File: src/rtl/uart_pkg.sv
// Shared UART definitions: parity modes, receiver state encoding and the
// bit-period mid-point helper used by the receiver and, later, the transmitter.
package uart_pkg;

  localparam int unsigned PAR_NONE = 0;
  localparam int unsigned PAR_EVEN = 1;
  localparam int unsigned PAR_ODD  = 2;

  typedef enum logic [2:0] {
    ST_IDLE,
    ST_START,
    ST_DATA,
    ST_PARITY,
    ST_STOP,
    ST_BREAK
  } rx_state_t;

  // Sample point inside a bit period, counted from the period's first cycle.
  function automatic int unsigned mid_point(input int unsigned cpb);
    return cpb / 2;
  endfunction

endpackage

File: src/rtl/uartrx_param_if.sv
// Word-side port of the UART receiver.
// Handshake: the receiver raises out__valid with out__data and the error
// flags stable; the word transfers on any clock edge where out__valid and
// in__ready are both high; out__valid never drops without a transfer, and
// in__ready may be driven independently of out__valid.
interface uartrx_param_if #(
  parameter int DATA_BITS = 8
);
  logic [DATA_BITS-1:0] out__data;
  logic                 out__valid;
  logic                 in__ready;
  logic                 out__parity_err;
  logic                 out__frame_err;
  logic                 out__overrun;

  modport master (
    output out__data, out__valid, out__parity_err, out__frame_err, out__overrun,
    input  in__ready
  );

  modport slave (
    input  out__data, out__valid, out__parity_err, out__frame_err, out__overrun,
    output in__ready
  );
endinterface

File: src/rtl/uart_sync.sv
// Multi-flop synchroniser for an asynchronous, idle-high serial input.
// Resets to 1 so the line reads as idle straight out of reset.
module uart_sync #(
  parameter int STAGES = 2
) (
  input  logic clk,
  input  logic rst,
  input  logic d,
  output logic q
);

  logic [STAGES-1:0] sr;

  // Shift the raw input through STAGES flops.
  always_ff @(posedge clk) begin
    if (rst) sr <= '1;
    else     sr <= {sr[STAGES-2:0], d};
  end

  assign q = sr[STAGES-1];

endmodule

File: src/rtl/uartrx_param.sv
// Parametrised UART receiver: synchronised input, false-start rejection,
// optional parity, 1 or 2 stop bits, break handling, and a one-word holding
// register with sticky overrun towards a valid/ready consumer.
module uartrx_param
  import uart_pkg::*;
#(
  parameter int CLKS_PER_BIT = 37,
  parameter int DATA_BITS    = 8,
  parameter int PARITY       = 0,
  parameter int STOP_BITS    = 1,
  parameter int SYNC_STAGES  = 2
) (
  input  logic            clk,
  input  logic            rst,
  input  logic            in__rx,
  uartrx_param_if.master  rx_if,
  output rx_state_t       dbg_state
);

  localparam int CW = $clog2(CLKS_PER_BIT);
  localparam int IW = $clog2(DATA_BITS + 1);
  localparam logic [CW-1:0] CTR_MID   = CW'(mid_point(CLKS_PER_BIT));
  localparam logic [CW-1:0] CTR_LAST  = CW'(CLKS_PER_BIT - 1);
  localparam logic [IW-1:0] IDX_DLAST = IW'(DATA_BITS - 1);
  localparam logic [IW-1:0] IDX_SLAST = IW'(STOP_BITS - 1);
  localparam logic          ODD_MODE  = (PARITY == PAR_ODD);
  localparam logic          HAS_PAR   = (PARITY != PAR_NONE);

  logic                 s_rx;
  rx_state_t            state, state_n;
  logic [CW-1:0]        ctr, ctr_n;
  logic [IW-1:0]        idx, idx_n;
  logic [DATA_BITS-1:0] sh, sh_n;
  logic                 par, par_n;
  logic                 perr, perr_n;
  logic                 ferr, ferr_n;
  logic                 done;
  logic                 mid, last;

  logic [DATA_BITS-1:0] data_q;
  logic                 valid_q, perr_q, ferr_q, ovr_q;
  logic                 hs;

  uart_sync #(.STAGES(SYNC_STAGES)) u_sync (
    .clk (clk),
    .rst (rst),
    .d   (in__rx),
    .q   (s_rx)
  );

  assign mid  = (ctr == CTR_MID);
  assign last = (ctr == CTR_LAST);
  assign hs   = valid_q & rx_if.in__ready;

  // Frame state machine: next state plus bit counter, shift register and flags.
  always_comb begin
    state_n = state;
    ctr_n   = last ? '0 : ctr + 1'b1;
    idx_n   = idx;
    sh_n    = sh;
    par_n   = par;
    perr_n  = perr;
    ferr_n  = ferr;
    done    = 1'b0;
    case (state)
      ST_IDLE: begin
        ctr_n = '0;
        if (!s_rx) begin
          state_n = ST_START;
          ctr_n   = CW'(1);
          par_n   = 1'b0;
          perr_n  = 1'b0;
          ferr_n  = 1'b0;
        end
      end
      ST_START: begin
        if (mid && s_rx) begin
          state_n = ST_IDLE;
        end else if (last) begin
          state_n = ST_DATA;
          idx_n   = '0;
        end
      end
      ST_DATA: begin
        if (mid) begin
          sh_n  = {s_rx, sh[DATA_BITS-1:1]};
          par_n = par ^ s_rx;
        end
        if (last) begin
          if (idx == IDX_DLAST) begin
            idx_n   = '0;
            state_n = HAS_PAR ? ST_PARITY : ST_STOP;
          end else begin
            idx_n = idx + 1'b1;
          end
        end
      end
      ST_PARITY: begin
        if (mid)  perr_n  = ((s_rx ^ par) != ODD_MODE);
        if (last) state_n = ST_STOP;
      end
      ST_STOP: begin
        if (mid) begin
          ferr_n = ferr | ~s_rx;
          // Finish at the last stop bit's mid-point so an immediately
          // following start edge is not missed.
          if (idx == IDX_SLAST) begin
            done    = 1'b1;
            state_n = ferr_n ? ST_BREAK : ST_IDLE;
          end
        end else if (last) begin
          idx_n = idx + 1'b1;
        end
      end
      ST_BREAK: begin
        if (s_rx) state_n = ST_IDLE;
      end
      default: state_n = ST_IDLE;
    endcase
  end

  // Frame state register.
  always_ff @(posedge clk) begin
    if (rst) begin
      state <= ST_IDLE;
      ctr   <= '0;
      idx   <= '0;
      sh    <= '0;
      par   <= 1'b0;
      perr  <= 1'b0;
      ferr  <= 1'b0;
    end else begin
      state <= state_n;
      ctr   <= ctr_n;
      idx   <= idx_n;
      sh    <= sh_n;
      par   <= par_n;
      perr  <= perr_n;
      ferr  <= ferr_n;
    end
  end

  // Holding register: load on completion if empty or draining this cycle,
  // otherwise drop the new frame and flag overrun (a drop beats the clear).
  always_ff @(posedge clk) begin
    if (rst) begin
      data_q  <= '0;
      valid_q <= 1'b0;
      perr_q  <= 1'b0;
      ferr_q  <= 1'b0;
      ovr_q   <= 1'b0;
    end else begin
      if (done) begin
        if (!valid_q || hs) begin
          data_q  <= sh;
          perr_q  <= perr;
          ferr_q  <= ferr_n;
          valid_q <= 1'b1;
        end
      end else if (hs) begin
        valid_q <= 1'b0;
      end
      if (done && valid_q && !hs) ovr_q <= 1'b1;
      else if (hs)                ovr_q <= 1'b0;
    end
  end

  assign rx_if.out__data       = data_q;
  assign rx_if.out__valid      = valid_q;
  assign rx_if.out__parity_err = perr_q;
  assign rx_if.out__frame_err  = ferr_q;
  assign rx_if.out__overrun    = ovr_q;
  assign dbg_state             = state;

endmodule

File: src/flat_wrapper.sv
// flat-port wrapper written by rule: the top's interface ports become plain ports
module uartrx_param_flat import uart_pkg::*;
#(
  parameter int CLKS_PER_BIT = 37,
  parameter int DATA_BITS    = 8,
  parameter int PARITY       = 0,
  parameter int STOP_BITS    = 1,
  parameter int SYNC_STAGES  = 2
)
  (clk, rst, in__rx, dbg_state, rx_if_out__data, rx_if_out__valid, rx_if_out__parity_err, rx_if_out__frame_err, rx_if_out__overrun, rx_if_in__ready);
  uartrx_param_if #(.DATA_BITS(DATA_BITS)) rx_if_i ();
  input  logic clk;
  input  logic rst;
  input  logic in__rx;
  output rx_state_t dbg_state;
  output wire logic [$bits(rx_if_i.out__data)-1:0] rx_if_out__data;
  output wire logic [$bits(rx_if_i.out__valid)-1:0] rx_if_out__valid;
  output wire logic [$bits(rx_if_i.out__parity_err)-1:0] rx_if_out__parity_err;
  output wire logic [$bits(rx_if_i.out__frame_err)-1:0] rx_if_out__frame_err;
  output wire logic [$bits(rx_if_i.out__overrun)-1:0] rx_if_out__overrun;
  input wire logic [$bits(rx_if_i.in__ready)-1:0] rx_if_in__ready;
  assign rx_if_out__data = rx_if_i.out__data;
  assign rx_if_out__valid = rx_if_i.out__valid;
  assign rx_if_out__parity_err = rx_if_i.out__parity_err;
  assign rx_if_out__frame_err = rx_if_i.out__frame_err;
  assign rx_if_out__overrun = rx_if_i.out__overrun;
  assign rx_if_i.in__ready = rx_if_in__ready;
  uartrx_param #(.CLKS_PER_BIT(CLKS_PER_BIT), .DATA_BITS(DATA_BITS), .PARITY(PARITY), .STOP_BITS(STOP_BITS), .SYNC_STAGES(SYNC_STAGES)) u_core (.clk(clk), .rst(rst), .in__rx(in__rx), .rx_if(rx_if_i), .dbg_state(dbg_state));
endmodule
File: config.mk
export PLATFORM = sky130hd
export DESIGN_NAME = uartrx_param_flat
export DESIGN_NICKNAME = d
export VERILOG_FILES = /design/src/rtl/uart_pkg.sv /design/src/rtl/uartrx_param_if.sv /design/src/rtl/uart_sync.sv /design/src/rtl/uartrx_param.sv /design/src/flat_wrapper.sv
export SDC_FILE = /design/constraint.sdc
export NUM_CORES = 1
export LEC_CHECK = 0
export CORE_MARGIN = 5
export CORE_UTILIZATION = 40
export CTS_BUF_LIST = sky130_fd_sc_hd__clkbuf_4 sky130_fd_sc_hd__clkbuf_8 sky130_fd_sc_hd__clkbuf_16
export DETAILED_ROUTE_END_ITERATION = 8
export HOLD_SLACK_MARGIN = 0.05
export PLACE_DENSITY = 0.57
export SLEW_MARGIN = 20
export SYNTH_ARGS = -nofsm -noshare
export SYNTH_HDL_FRONTEND = slang
export SYNTH_SLANG_ARGS = --single-unit
File: constraint.sdc
create_clock -name clk -period 2.6 [get_ports clk]
set_input_delay 0.39 -clock clk [delete_from_list [all_inputs] [get_ports clk]]
set_output_delay 0.39 -clock clk [all_outputs]
set_load 0.01 [all_outputs]
After elaboration in Yosys (flattened, before gate mapping) --
Index checks and enable logic that the tools add are counted.
Storage, ports and cells: register bits 38, output and inout bits 15, input bits 4, logic and storage cells 97
Operators by class: muxes and demuxes 35, bitwise operators 4, reductions and logical operators 20, add/subtract/negate cells 2, eq/ne operators 23
Operator list (number):
- 3-bit two-way mux | 10
- 4-bit two-way mux | 6
- 2-bit by 1-bit != test with 1-bit output, second input constant | 9
- 3-bit one-hot mux with 6 select lines | 1
- 1-bit two-way mux | 12
- 6-bit two-way mux | 2
- 4-bit one-hot mux with 3 select lines | 1
- 2-bit != test, second input constant | 5
- 8-bit AND reduction | 1
- 2-bit nonzero test | 4
- 6-bit by 1-bit adder with 6-bit output, second input constant | 1
- 3-bit by 2-bit == test with 1-bit output, second input constant | 2
- 3-bit == test, second input constant | 2
- 6-bit by 5-bit == test with 1-bit output, second input constant | 1
- 6-bit == test, second input constant | 1
- 1-bit one-hot mux with 2 select lines | 3
- 2-bit AND reduction | 3
- 3-bit AND reduction | 2
- 6-bit AND reduction | 1
- 4-bit by 1-bit adder with 4-bit output, second input constant | 1
- 4-bit by 3-bit == test with 1-bit output, second input constant | 1
- 4-bit logical NOT | 1
- 3-bit by 1-bit == test with 1-bit output, second input constant | 1
- 1-bit logical AND | 3
- other kinds (9) | 10

Logic depth before layout (Yosys ltp) --
Gate-level depths: netlist of the first run.
word-level depth 7, depth in mapped cells 9, mapped depth without buffers 7

Cells and area by module --
A second synthesis of the first run with hierarchy kept.
Unflattened totals: cells, all modules 185, area total of the unflattened synthesis 1750.4 µm²
Modules (own cells, without submodules):
- uartrx_param | times used 1, cells an instance 181, area an instance 1697.9 µm², seq. area each 720.7 µm²
- uart_sync | times used 1, cells an instance 4, area an instance 52.6 µm², seq. area each 40.0 µm²

Worst setup path after synthesis of the first run --
No wires, ideal clock.
kind reg2reg, start register u_core.ctr[0], end register u_core.state[2] (netlist: u_core.dbg_state[2]), cell stages (with the launch flop) 9, buffers on the path 1, period minus slack after synthesis 2347 ps, data arrival time 2281 ps, setup slack 253 ps, data required time 2534 ps, setup time 66 ps, cell sequence dfxtp_1 -> inv_1 -> ha_1 -> or3b_1 -> buf_6 -> o311a_1 -> or4_4 -> a211o_1 -> a21oi_2
Between the ends: cells in the longest elaborated chain, start to end 4, elaborated cells on any way between the ends 10, those cells by class eq/ne: 6; mux: 2; reduce/logical: 2
Ends and longest elaborated chain:
- from (decl) | RTL line uartrx_param.sv:31 | logic [CW-1:0] ctr, ctr_n;
- from (signal assigned) | RTL line uartrx_param.sv:134 | ctr <= ctr_n;
- 6-bit by 5-bit == test with 1-bit output | RTL line uartrx_param.sv:51 | assign mid = (ctr == CTR_MID);
- 1-bit logical AND | RTL line uartrx_param.sv:77 | if (mid && s_rx) begin
- 3-bit by 1-bit != test with 1-bit output (no source line) / 3-bit two-way mux (equally long branches)
- 8-bit AND reduction (no source line) / 3-bit one-hot mux with 6 select lines (equally long branches)
- to (signal assigned) | RTL line uartrx_param.sv:133 | state <= state_n;
- to (decl) | RTL line uartrx_param.sv:30 | rx_state_t state, state_n;
Several ways; a longest one is shown, not always the timed one. A chain may end at the register's enable or synchronous reset.

Final worst setup path of the first run --
start register u_core.idx[0], end register u_core.state[2] (netlist: u_core.dbg_state[2])
Between the ends: cells in the longest elaborated chain, start to end 3, elaborated cells on any way between the ends 5, those cells by class eq/ne: 3; reduce/logical: 2
Ends and longest elaborated chain:
- from (decl) | RTL line uartrx_param.sv:32 | logic [IW-1:0] idx, idx_n;
- from (signal assigned) | RTL line uartrx_param.sv:135 | idx <= idx_n;
- 4-bit by 3-bit == test with 1-bit output / 4-bit logical NOT (equally long branches) | RTL line uartrx_param.sv:90, uartrx_param.sv:107
- 2-bit by 1-bit != test with 1-bit output (no source line)
- 8-bit AND reduction (no source line) *
Mark *: on every way between the ends. The rest lies on a longest branch, timed or not.

==> results of run 1 <==
## metrics by stage
| step | util [%] | instance area, um2 |
|---|---|---|
| after floorplan | - | 1720 |
| after global placement | 47.8 | 1950 |
| final | 50.6 | 2070 |
| after detailed placement | 47.8 | 1950 |
| after CTS | 50.6 | 2070 |
| after global routing | 50.6 | 2070 |
## power breakdown
group          total, mW  internal (mW)  leakage [nW]  switching (mW)
clock              0.501          0.307        0.0573           0.194
combinational      0.206         0.0874         0.425           0.118
sequential         0.628          0.600         0.307          0.0284
## cell families (layout without fill, tap and decap cells)
family,count (synthesis),count (layout)
multiplexers,10,10
AO/OA/AOI/OAI,32,32
XOR/XNOR,8,8
AND/OR/NAND/NOR,82,82
flip-flops,38,38
buffers and inverters,20,41
adder cells (fa/ha/maj),5,5
## area by class of cell
cell class | instances | area [um2] | share of cell area, %
multi-input combinational | 137 | 863 | 41.8
sequential | 38 | 761 | 36.8
timing repair buffer | 25 | 233 | 11.3
clock buffer | 6 | 82.6 | 4.00
tap | 50 | 62.6 | 3.03
inverter | 9 | 33.8 | 1.64
clock inverter | 1 | 30.0 | 1.45
## cells in the final DEF (no fill, tap or decap), types with 7 or more instances in the layout
master and instances:
mux2i_1 9, a21oi_1 14, nand2_1 22, dfxtp_1 38, nor2_1 20, buf_4 7
inv_1 9, clkdlybuf4s50_1 18
## critical path, stage by stage, from the launching register on
cell     delay, ns
dfxtp_1       0.33
inv_1         0.09
ha_1          0.14
or3b_2        0.46
o311a_1       0.31
or4_4         0.56
a211o_1       0.30
a21oi_2       0.13
## registers in the layout (all words and copies together), names as in the netlist
register and count:
u_core.rx_if.out__data 8, u_core.sh 8, u_core.ctr 6, u_core.idx 4, u_core.dbg_state 3, u_core.u_sync.sr 2
u_core.ferr 1, u_core.par 1, u_core.perr 1, u_core.rx_if.out__frame_err 1, u_core.rx_if.out__overrun 1, u_core.rx_if.out__parity_err 1
u_core.rx_if.out__valid 1
## worst max path at each step
stage | cells after the start | slack (ns) | start | endpoint
floorplan | 8 | 0.25 | u_core.ctr[0] | u_core.dbg_state[2]
global placement | 7 | 0.28 | u_core.idx[0] | u_core.dbg_state[2]
detailed placement | 7 | 0.23 | u_core.idx[0] | u_core.dbg_state[2]
CTS | 7 | 0.21 | u_core.idx[0] | u_core.dbg_state[2]
global route | 9 | 0.06 | u_core.ctr[0] | u_core.rx_if.out__frame_err
finish | 7 | 0.21 | u_core.idx[0] | u_core.dbg_state[2]
## layer usage
metal  global-route usage [%]  part of all wire [%]  up-vias
met5                        0                     0        -
met4                     5.44                   1.4        0
met3                     3.83                   4.6        6
met2                     21.7                    46       26
met1                     17.4                    48      626
li1                         -                     -      709
==> impl_metrics.json, run 1 <==
{
  "ys_top_cells_by_area": "dfxtp_1 (44%), mux2i_1 (5.3%), nand2_1 (4.8%), nor2_1 (4.4%), a21oi_1 (4.1%)",
  "synthMuxAreaShare_pct": 5.91,
  "max-vdd-ir-drop_v": 0.000388,
  "routedWlPerCell_um": 13.3,
  "max_freq_mhz": 419,
  "fin_crit_sh_pct": 91.8,
  "syn_area_per_cell_um2": 8.80,
  "dr.first_iter.drc_count": 112,
  "min_from": "u_core.u_sync.sr[0]",
  "finalSetupViolCount": 0,
  "firstDrtPassIters": 4,
  "viasPerCell": 5.14,
  "slew_viol_final": 0,
  "synth_fp_nets": 204,
  "hpwl_mm": 2.49,
  "yosys.area_share.adder_pct": 3.65,
  "core_um2": 4090,
  "vias": 1367,
  "yosys.area.top_type": "dfxtp_1",
  "r2r-start": "u_core.idx[0]",
  "dp_cells": 259,
  "antenna_found_initial": 0,
  "cp.required_ns": 2.81,
  "hp-class": "reg -> reg",
  "synth_simple_gate_area_share_pct": 24.8,
  "area_growth_pct": 20.4,
  "async_flop_share_pct": 0,
  "hold_viol_final": 0,
  "fin_crit_ns": 2.39,
  "cts-htree-levels": 2,
  "cts.sinks": 38,
  "syn-instance-count": 195,
  "worstHoldPathCells": 1,
  "grt.total_usage_pct": 13.6,
  "gp_congestion": 0.846,
  "overflow": 0,
  "cts_resized": 0,
  "clockBufferDepth": 2,
  "status": "finished clean",
  "initial_core_util_pct": 42.0,
  "power_leakage_nw": 0.789,
  "ys_seq_area_share_pct": 44.3,
  "pre_cts_slack_ns": 0.234,
  "drtAntennaViolNets": 0,
  "port_buffers": 18,
  "grt_start_max_net_pins": 16,
  "yosysMostFrequentCell": "dfxtp_1",
  "grt_pass1_vias": 1323,
  "reg2reg_depth": 7,
  "nFillCells": 391,
  "numCtsBuffers": 5,
  "grt_first_pass_wirelength_mm": 5.93,
  "yosys_warnings": 0,
  "synth_seq_cells": 38,
  "synth_xor_area_share_pct": 4.08,
  "tns_ns": 0,
  "antenna_cells": 0,
  "rrSetupSlack_ns": 0.21,
  "synth_compound_gate_area_share_pct": 11.9,
  "synth-edff-count": 0,
  "layout-drive-gt1-share_pct": 10.6,
  "synthFlopType": "dfxtp_1",
  "reg2reg_to": "u_core.dbg_state[2]",
  "die_x_um": 75.5,
  "clock-skew-final_ns": 0.00848,
  "drcViolationCount": 0,
  "instances_no_fill": 266,
  "cts_root_buf": "clkbuf_8",
  "p_total_mw": 1.33,
  "syn_area_um2": 1720,
  "startpoint_type": "flop",
  "rows": 23,
  "dieArea_um2": 5700,
  "wl_mm": 3.54,
  "critPathKind": "reg -> reg",
  "worst_hold_path.endpoint": "u_core.u_sync.sr[1]",
  "cp_max_fo": 5,
  "final_nets": 225,
  "fin_hold_ws_ns": 0.437,
  "end_kind": "flop",
  "synth_top_family_by_area": "simple AND/OR/NAND/NOR gates",
  "cts_setup_buffers": 0,
  "io_pins": 19,
  "fp.dieH_um": 75.5,
  "cts_tree": "built",
  "relSlewSlack_pct": 64.7,
  "worst_pin_slew_ns": 0.524,
  "synth.top_cell.area_share_pct": 44.3,
  "clk_latency_ns": 0.29,
  "cp.arrival_ns": 2.60,
  "postCtsHoldBufs": 0,
  "setup_slack_ns": 0.214,
  "rsz0062_at_grt": "no",
  "max_cap_violations": 0,
  "power.density_nw_per_um2": 646,
  "synth.distinct_cells": 41,
  "yosys-top-cells-count": "dfxtp_1 (38), nand2_1 (22), nor2_1 (20)",
  "clkTransAtPathRegs_ns": 0.07
}
No activity file was read; power rests on OpenSTA's default activity.
==> run 2, diff against run 1 <==
Settings changed: ABC_CLOCK_PERIOD_IN_PS set to 2600.
==> results of run 2 <==
Same layout as run 1: the final DEF is identical, and so are final timing and power.
==> run 3, diff against run 2 <==
Settings changed: CTS_CLUSTER_SIZE set to 40.
==> results of run 3 <==
Same layout as run 1: the final DEF is identical, and so are final timing and power.
